==> src/rtl/bus_arbiter.sv <==
// Round-robin bus arbiter with a start-timeout on each new grant and forced
// turnaround idle cycles between successive bus ownerships.
module bus_arbiter #(
   parameter int MASTER_COUNT   = 2,
   parameter int FIRST_PRIORITY = 0,
   parameter int START_TIMEOUT  = 16,
   parameter int TURNAROUND     = 1,
   localparam int ID_W = (MASTER_COUNT > 1) ? $clog2(MASTER_COUNT) : 1
) (
   input  logic                    clk,
   input  logic                    rst,
   input  logic [MASTER_COUNT-1:0] req,
   input  logic [MASTER_COUNT-1:0] busy,
   output logic [MASTER_COUNT-1:0] grant,
   output logic [ID_W-1:0]         grant_id,
   output logic                    bus_idle,
   output logic                    timeout_evt
);

   localparam int CNT_W  = (START_TIMEOUT > 1) ? $clog2(START_TIMEOUT) : 1;
   localparam int TCNT_W = (TURNAROUND > 1) ? $clog2(TURNAROUND) : 1;

   localparam logic [1:0] ST_IDLE      = 2'd0;
   localparam logic [1:0] ST_WAIT_BUSY = 2'd1;
   localparam logic [1:0] ST_OWNED     = 2'd2;
   localparam logic [1:0] ST_TURN      = 2'd3;

   localparam logic [MASTER_COUNT-1:0] ONE_HOT_0 = {{(MASTER_COUNT-1){1'b0}}, 1'b1};

   logic [1:0]              state_q, state_d;
   logic [MASTER_COUNT-1:0] grant_q, grant_d;
   logic [ID_W-1:0]         grant_id_q, grant_id_d;
   logic [ID_W-1:0]         ptr_q, ptr_d;
   logic [CNT_W-1:0]        cnt_q, cnt_d;
   logic [TCNT_W-1:0]       tcnt_q, tcnt_d;
   logic                    evt_q, evt_d;

   logic                    found;
   logic [ID_W-1:0]         pick;
   logic [ID_W-1:0]         idx;
   logic                    release_bus;
   logic [ID_W-1:0]         ptr_after_owner;

   // Search requesters starting at the round-robin pointer, wrapping at MASTER_COUNT.
   // NOTE: every variable written in always_comb gets a default first, otherwise a latch is inferred.
   always_comb begin
      found = 1'b0;
      pick  = '0;
      idx   = '0;
      for (int k = 0; k < MASTER_COUNT; k++) begin
         idx = ID_W'((int'(ptr_q) + k) % MASTER_COUNT);
         if (!found && req[idx]) begin
            found = 1'b1;
            pick  = idx;
         end
      end
   end

   assign ptr_after_owner = (grant_id_q == ID_W'(MASTER_COUNT - 1)) ? '0 : grant_id_q + 1'b1;

   always_comb begin
      state_d     = state_q;
      grant_d     = grant_q;
      grant_id_d  = grant_id_q;
      ptr_d       = ptr_q;
      cnt_d       = cnt_q;
      tcnt_d      = tcnt_q;
      evt_d       = 1'b0;
      release_bus = 1'b0;

      case (state_q)
         ST_IDLE: begin
            if (found) begin
               grant_d    = ONE_HOT_0 << pick;
               grant_id_d = pick;
               cnt_d      = '0;
               state_d    = ST_WAIT_BUSY;
            end
         end
         ST_WAIT_BUSY: begin
            if (busy[grant_id_q]) begin
               state_d = ST_OWNED;
            end else if (!req[grant_id_q]) begin
               release_bus = 1'b1;
            end else if (cnt_q == CNT_W'(START_TIMEOUT - 1)) begin
               release_bus = 1'b1;
               evt_d       = 1'b1;
            end else begin
               cnt_d = cnt_q + 1'b1;
            end
         end
         ST_OWNED: begin
            // Once the transfer has started the grantee keeps the bus until busy drops.
            if (!busy[grant_id_q]) begin
               release_bus = 1'b1;
            end
         end
         ST_TURN: begin
            if (tcnt_q == TCNT_W'(TURNAROUND - 1)) begin
               state_d = ST_IDLE;
            end else begin
               tcnt_d = tcnt_q + 1'b1;
            end
         end
         default: begin
            state_d = ST_IDLE;
            grant_d = '0;
         end
      endcase

      if (release_bus) begin
         grant_d = '0;
         state_d = ST_TURN;
         ptr_d   = ptr_after_owner;
         tcnt_d  = '0;
      end
   end

   // NOTE: sequential state uses non-blocking assignments so all registers update from pre-edge values.
   always_ff @(posedge clk) begin
      if (rst) begin
         state_q    <= ST_IDLE;
         grant_q    <= '0;
         grant_id_q <= '0;
         ptr_q      <= ID_W'(FIRST_PRIORITY);
         cnt_q      <= '0;
         tcnt_q     <= '0;
         evt_q      <= 1'b0;
      end else begin
         state_q    <= state_d;
         grant_q    <= grant_d;
         grant_id_q <= grant_id_d;
         ptr_q      <= ptr_d;
         cnt_q      <= cnt_d;
         tcnt_q     <= tcnt_d;
         evt_q      <= evt_d;
      end
   end

   assign grant       = grant_q;
   assign grant_id    = grant_id_q;
   assign bus_idle    = (state_q == ST_IDLE);
   assign timeout_evt = evt_q;

endmodule
==> config.mk <==
export PLATFORM = sky130hd
export DESIGN_NAME = bus_arbiter
export DESIGN_NICKNAME = d
export VERILOG_FILES = /design/src/rtl/bus_arbiter.sv
export SDC_FILE = /design/constraint.sdc
export NUM_CORES = 1
export LEC_CHECK = 0
export ABC_AREA = 1
export BUFFER_PORTS_ARGS = -buffer_cell sky130_fd_sc_hd__buf_2
export CAP_MARGIN = 20
export CORE_AREA = 5 5 42 44
export DETAILED_ROUTE_END_ITERATION = 6
export DIE_AREA = 0 0 47 49
export HOLD_SLACK_MARGIN = 0.15
export PLACE_DENSITY = 0.72
export SETUP_SLACK_MARGIN = 0.05
export SLEW_MARGIN = 15
export SYNTH_ARGS = -nofsm -noshare
export SYNTH_HDL_FRONTEND = slang
export SYNTH_SLANG_ARGS = --single-unit
==> constraint.sdc <==
create_clock -name clk -period 1.6 [get_ports clk]
set_input_delay 0.16 -clock clk [delete_from_list [all_inputs] [get_ports clk]]
set_output_delay 0.16 -clock clk [all_outputs]
set_load 0.03 [all_outputs]
* Word-level counts from Yosys, hierarchy flattened
Cells that the tools add are included.
** Cells by class
- Add/sub/neg operators :: 4
- Magnitude comparators :: 3
- Equality and inequality tests :: 11
- Shifts and indexed selects :: 1
- Mux-type cells :: 29
- Bitwise operators :: 2
- Reduce and logical (&&, ||, !) cells :: 10
** Operator list (number)
- 1-bit 2-to-1 mux :: 18
- 4-bit 2-to-1 mux :: 4
- 2-bit 2-to-1 mux :: 4
- 4-bit one-hot mux with 2 select lines :: 1
- 1-bit by 2-bit less-than comparator with 1-bit output, second input constant :: 3
- 2-bit != test, second input constant :: 3
- 3-bit != test, second input constant :: 2
- 2-bit one-hot mux with 3 select lines :: 1
- 5-bit AND reduction :: 1
- 4-bit by 1-bit adder with 4-bit output, second input constant :: 1
- 2-bit equality test, second input constant :: 2
- 4-bit equality test, second input constant :: 1
- 4-bit AND reduction :: 1
- 4-bit nonzero test :: 1
- 4-bit OR reduction :: 1
- 1-bit adder, second input constant :: 3
- 3-bit by 1-bit != test with 1-bit output, second input constant :: 1
- 2-bit by 1-bit equality test with 1-bit output, second input constant :: 1
- 2-bit zero test :: 1
- 2-bit by 1-bit != test with 1-bit output, second input constant :: 1
- 1-bit inverter :: 2
- 1-bit one-hot mux with 2 select lines :: 1
- 2-bit AND reduction :: 1
- 2-bit nonzero test :: 1
- other kinds (4) :: 4
** Storage, ports and cells
- Flip-flop bits (word level) :: 12
- Input port bits :: 6
- Output and inout port bits :: 5

* Longest topological paths before layout
- Word-level depth :: 9
- Gate-level depth with buffers :: 11
- Mapped depth without buffers :: 10

* Worst setup path before layout
OpenSTA, ideal clock, no wires.
- Path type :: register -> register
- Start :: register state_q[0]
- End :: register cnt_q[0]
- Setup time :: 0.113 ns
- Arrival time :: 1.332 ns
- Slack :: 0.156 ns
- Stages on the path, launching flop included :: 10
- Buffers on the path :: 0
- Period minus slack after synthesis :: 1.444 ns
- Cells stage by stage :: dfxtp_1 inv_1 ha_1 o21ai_2 nand2_1 nand2_2 nor2_4 nand2_1 nand2_1 nor2_1
** Between the ends
- Cells in the longest elaborated chain, start to end :: 3
** Ends and longest elaborated chain
- start: declaration :: line 30 : logic [1:0] state_q, state_d;
- start signal: assignment :: line 130 : state_q <= state_d;
- 2-bit zero test (*)
- named net bus_idle :: line 16 : output logic bus_idle,
- 2-bit by 1-bit != test with 1-bit output (no source line) / 2-bit nonzero test (equally long branches)
- 5-bit AND reduction (no source line)
- end signal: assignment :: line 134 : cnt_q <= cnt_d;
- end: declaration :: line 34 : logic [CNT_W-1:0] cnt_q, cnt_d;
Mark *: on every way through the listed nets, which the timed path passes. The rest lies on a longest branch.
A chain may end at the register's enable or synchronous reset.

* Final worst setup path
- Start :: register state_q[1]
- End :: register grant_q[0], in the netlist grant[0]
** Between the ends
- Cells in the longest elaborated chain, start to end :: 3
** Ends and longest elaborated chain
- 2-bit equality test / 2-bit by 1-bit equality test with 1-bit output (equally long branches) :: line 71 : case (state_q)
- 1-bit one-hot mux with 2 select lines :: line 71
- 2-bit OR reduction (no source line)
- end signal: assignment :: line 131 : grant_q <= grant_d;
- end: declaration :: line 31 : logic [MASTER_COUNT-1:0] grant_q, grant_d;
Several ways; a longest one is shown, not always the timed one.

==> metrics <==
status=complete, no violations; CTS tree=built; io pins=11; n_diodes=0; static leakage power=between 0.3 and 0.4 nW; Post-Syn Area=around 660 um2; TNS Setup=0 ps; Die Span Y=49 um; gr usage total=~14%; core area=between 1000 and 1500 um2; final HPWL from detailed placement=approximately 1000 um; H-Tree Depth=1; worst min-delay path category=input port to flop; TritonCTS buffer count=3; final wirelength=between 1000 and 1500 um; count of cell types in the netlist=21; largest net degree at the start of global routing=9; GR Overflow Total=0; Final GP Congestion=between 0.8 and 0.9; total power=between 1 and 1.5 mW; number of global-route vias before repair=between 500 and 600; critical path cell sequence=inv_1 > ha_2 > nand4_1 > nand3b_1 > nand2_1 > nand2_1 > nor2_1; post-synth top area cell=dfxtp_1; Top delay family on crit path=simple AND/OR/NAND/NOR gates; Syn Area/Cell=6.81 um2; IO buf count=10; slew at the pin closest to its max-slew limit=about 250 ps; WP data required=about 1800 ps; non-filler cells, final=~130; Startpoint Class=flop; unrepaired setup endpoints after global routing=false; Max FO, Critical Path=8; slowest stage cell, crit path=dfxtp_1; Nets=~120; DR DRC count=0; layout cells sized above 1=19.8%; vias per std cell=around 5.0; max_cap viols=0; pwr/cell area=around 1600 nW/um2; CP arrival=approximately 1600 ps; Setup violations, final=0; CP peak stage delay=330 ps; Final Max Tran Viols=0; clk buf depth=2; Die W=47 um; Setup Skew=just over 9 ps; Worst-path clk slew=80 ps; Area contributors post-synth=dfxtp_1 (33%), nand2_1 (19%), ha_1 (9.5%); placement row count=14; antenna-violating nets left=0; Placed Cells=around 120; fin crit period=about 1400 ps; final hold slack=between 200 and 250 ps; final hold vios=0; first-pass GRT wire length=around 2300 um; Syn-to-layout area delta=15.2%; Starting Density=47.1%; CP endpoint kind=flop; Buf+Inv Stages, Crit Path=1; CP most frequent cell=nand2_1; full die area=about 2300 um2; first drt pass iteration count=4; Max Fclk=0.700 GHz; worst-skew pair later-pin latency=around 280 ps; Slew headroom=between 80% and 90%; most frequent cells in the layout=nand2_1 (33), inv_1 (11), dfxtp_1 (11); maximum vdd drop=around 0.83 mV; postcts setup bufs=0; final instance area=~760 um2; initial antenna violation count=0; clk sinks=11; Mapped Cells=97; DRT iter0 DRCs=13; commonest non-fill, non-tap cell in the layout=nand2_1; Yosys warnings=0; Root Driver=clkbuf_4; routed len/inst=approximately 10 um; sequential fraction of the synthesis area=around a third; placed instance area=just over 700 um2; net count after synthesis=~110; register bit total from synthesis=11; top-area cell type share of the netlist area=between 30% and 40%; Vias=approximately 630; CP Class=flop to flop; Final period util=89.3%
==> worst register-to-register path, delay by kind of cell, from the launching register on <==
family | cells | cell delay (ps)
DFF | 1 | 330
adders and majority gates | 1 | 280
buffers and inverters | 1 | 100
and+or+nand+nor | 5 | 600
==> cells in the mapped netlist, drive strengths merged <==
cell    count
nand3b      1
inv        13
nand2      35
nor2        8
o21ai       4
dfxtp      11
nor3        1
a21boi      1
nand3       5
o21bai      1
ha          5
a21oi       7
buf         1
o211ai      1
a211oi      1
nand4       2
==> sequential cells by signal (all words and copies together) (netlist names) <==
name	count
timeout_evt	1
ptr_q	1
grant_id	1
cnt_q	4
grant	2
state_q	2
==> through the flow <==
stage | worst slack (ps) | utilization, %
6_report | 172 | 54.3
5_1_grt | 57.9 | 54.3
3_3_place_gp | 157 | 51.3
2_1_floorplan | 156 | -
3_5_place_dp | 136 | 51.3
4_1_cts | 126 | 53.9
==> path summary, 6_finish.rpt <==
check                          start                     end  slack, ps  cells past startpoint
max          state_q[1]$_SDFFE_PP0P_   grant[0]$_SDFFE_PP0P_        170                      7
min                           req[0]  timeout_evt$_SDFF_PP0_        230                      3
max reg2reg  state_q[1]$_SDFFE_PP0P_   grant[0]$_SDFFE_PP0P_        170                      7
min reg2reg    grant[1]$_SDFFE_PP0P_   grant[1]$_SDFFE_PP0P_        470                      2
==> logic make-up (layout without fill, tap and decap cells) <==
group | Yosys count | in the layout | synth area share [%]
simple gates | 52 | 52 | 34.7
compound gates | 15 | 15 | 13.4
buf+inv | 14 | 28 | 9.09
flops | 11 | 11 | 33.3
fa+ha+maj | 5 | 5 | 9.47
==> final cells by class <==
class | count | area [um2]
sequential | 11 | 220
inverter | 13 | 48.8
timing repair buffer | 11 | 60.1
multi-input combinational | 72 | 385
tap | 16 | 20.0
fill | 137 | 641
clock buffer | 4 | 26.3
==> what timing repair did <==
item                       4_1_cts  5_1_grt
hold endpoints to repair         1        0
gates resized for setup          0        2
setup endpoints to repair        0        9
hold buffers                     1        0
==> power by group <==
| part | leakage, nW | switching (mW) | internal [mW] |
|---|---|---|---|
| Sequential | 0.0901 | 0.0445 | 0.336 |
| Combinational | 0.268 | 0.412 | 0.215 |
| Clock | 0.0150 | 0.100 | 0.0967 |
| Total | 0.373 | 0.557 | 0.647 |
==> routing by layer <==
metal | vias up | wire length, um | track usage, %
li1 | 337 | - | -
met1 | 275 | 592 | 18.1
met2 | 15 | 611 | 19.2
met3 | 5 | 76 | 4.43
met4 | 0 | 31 | 7.37
met5 | - | 0 | 0
Note: power is estimated with default switching activity, not from simulation.
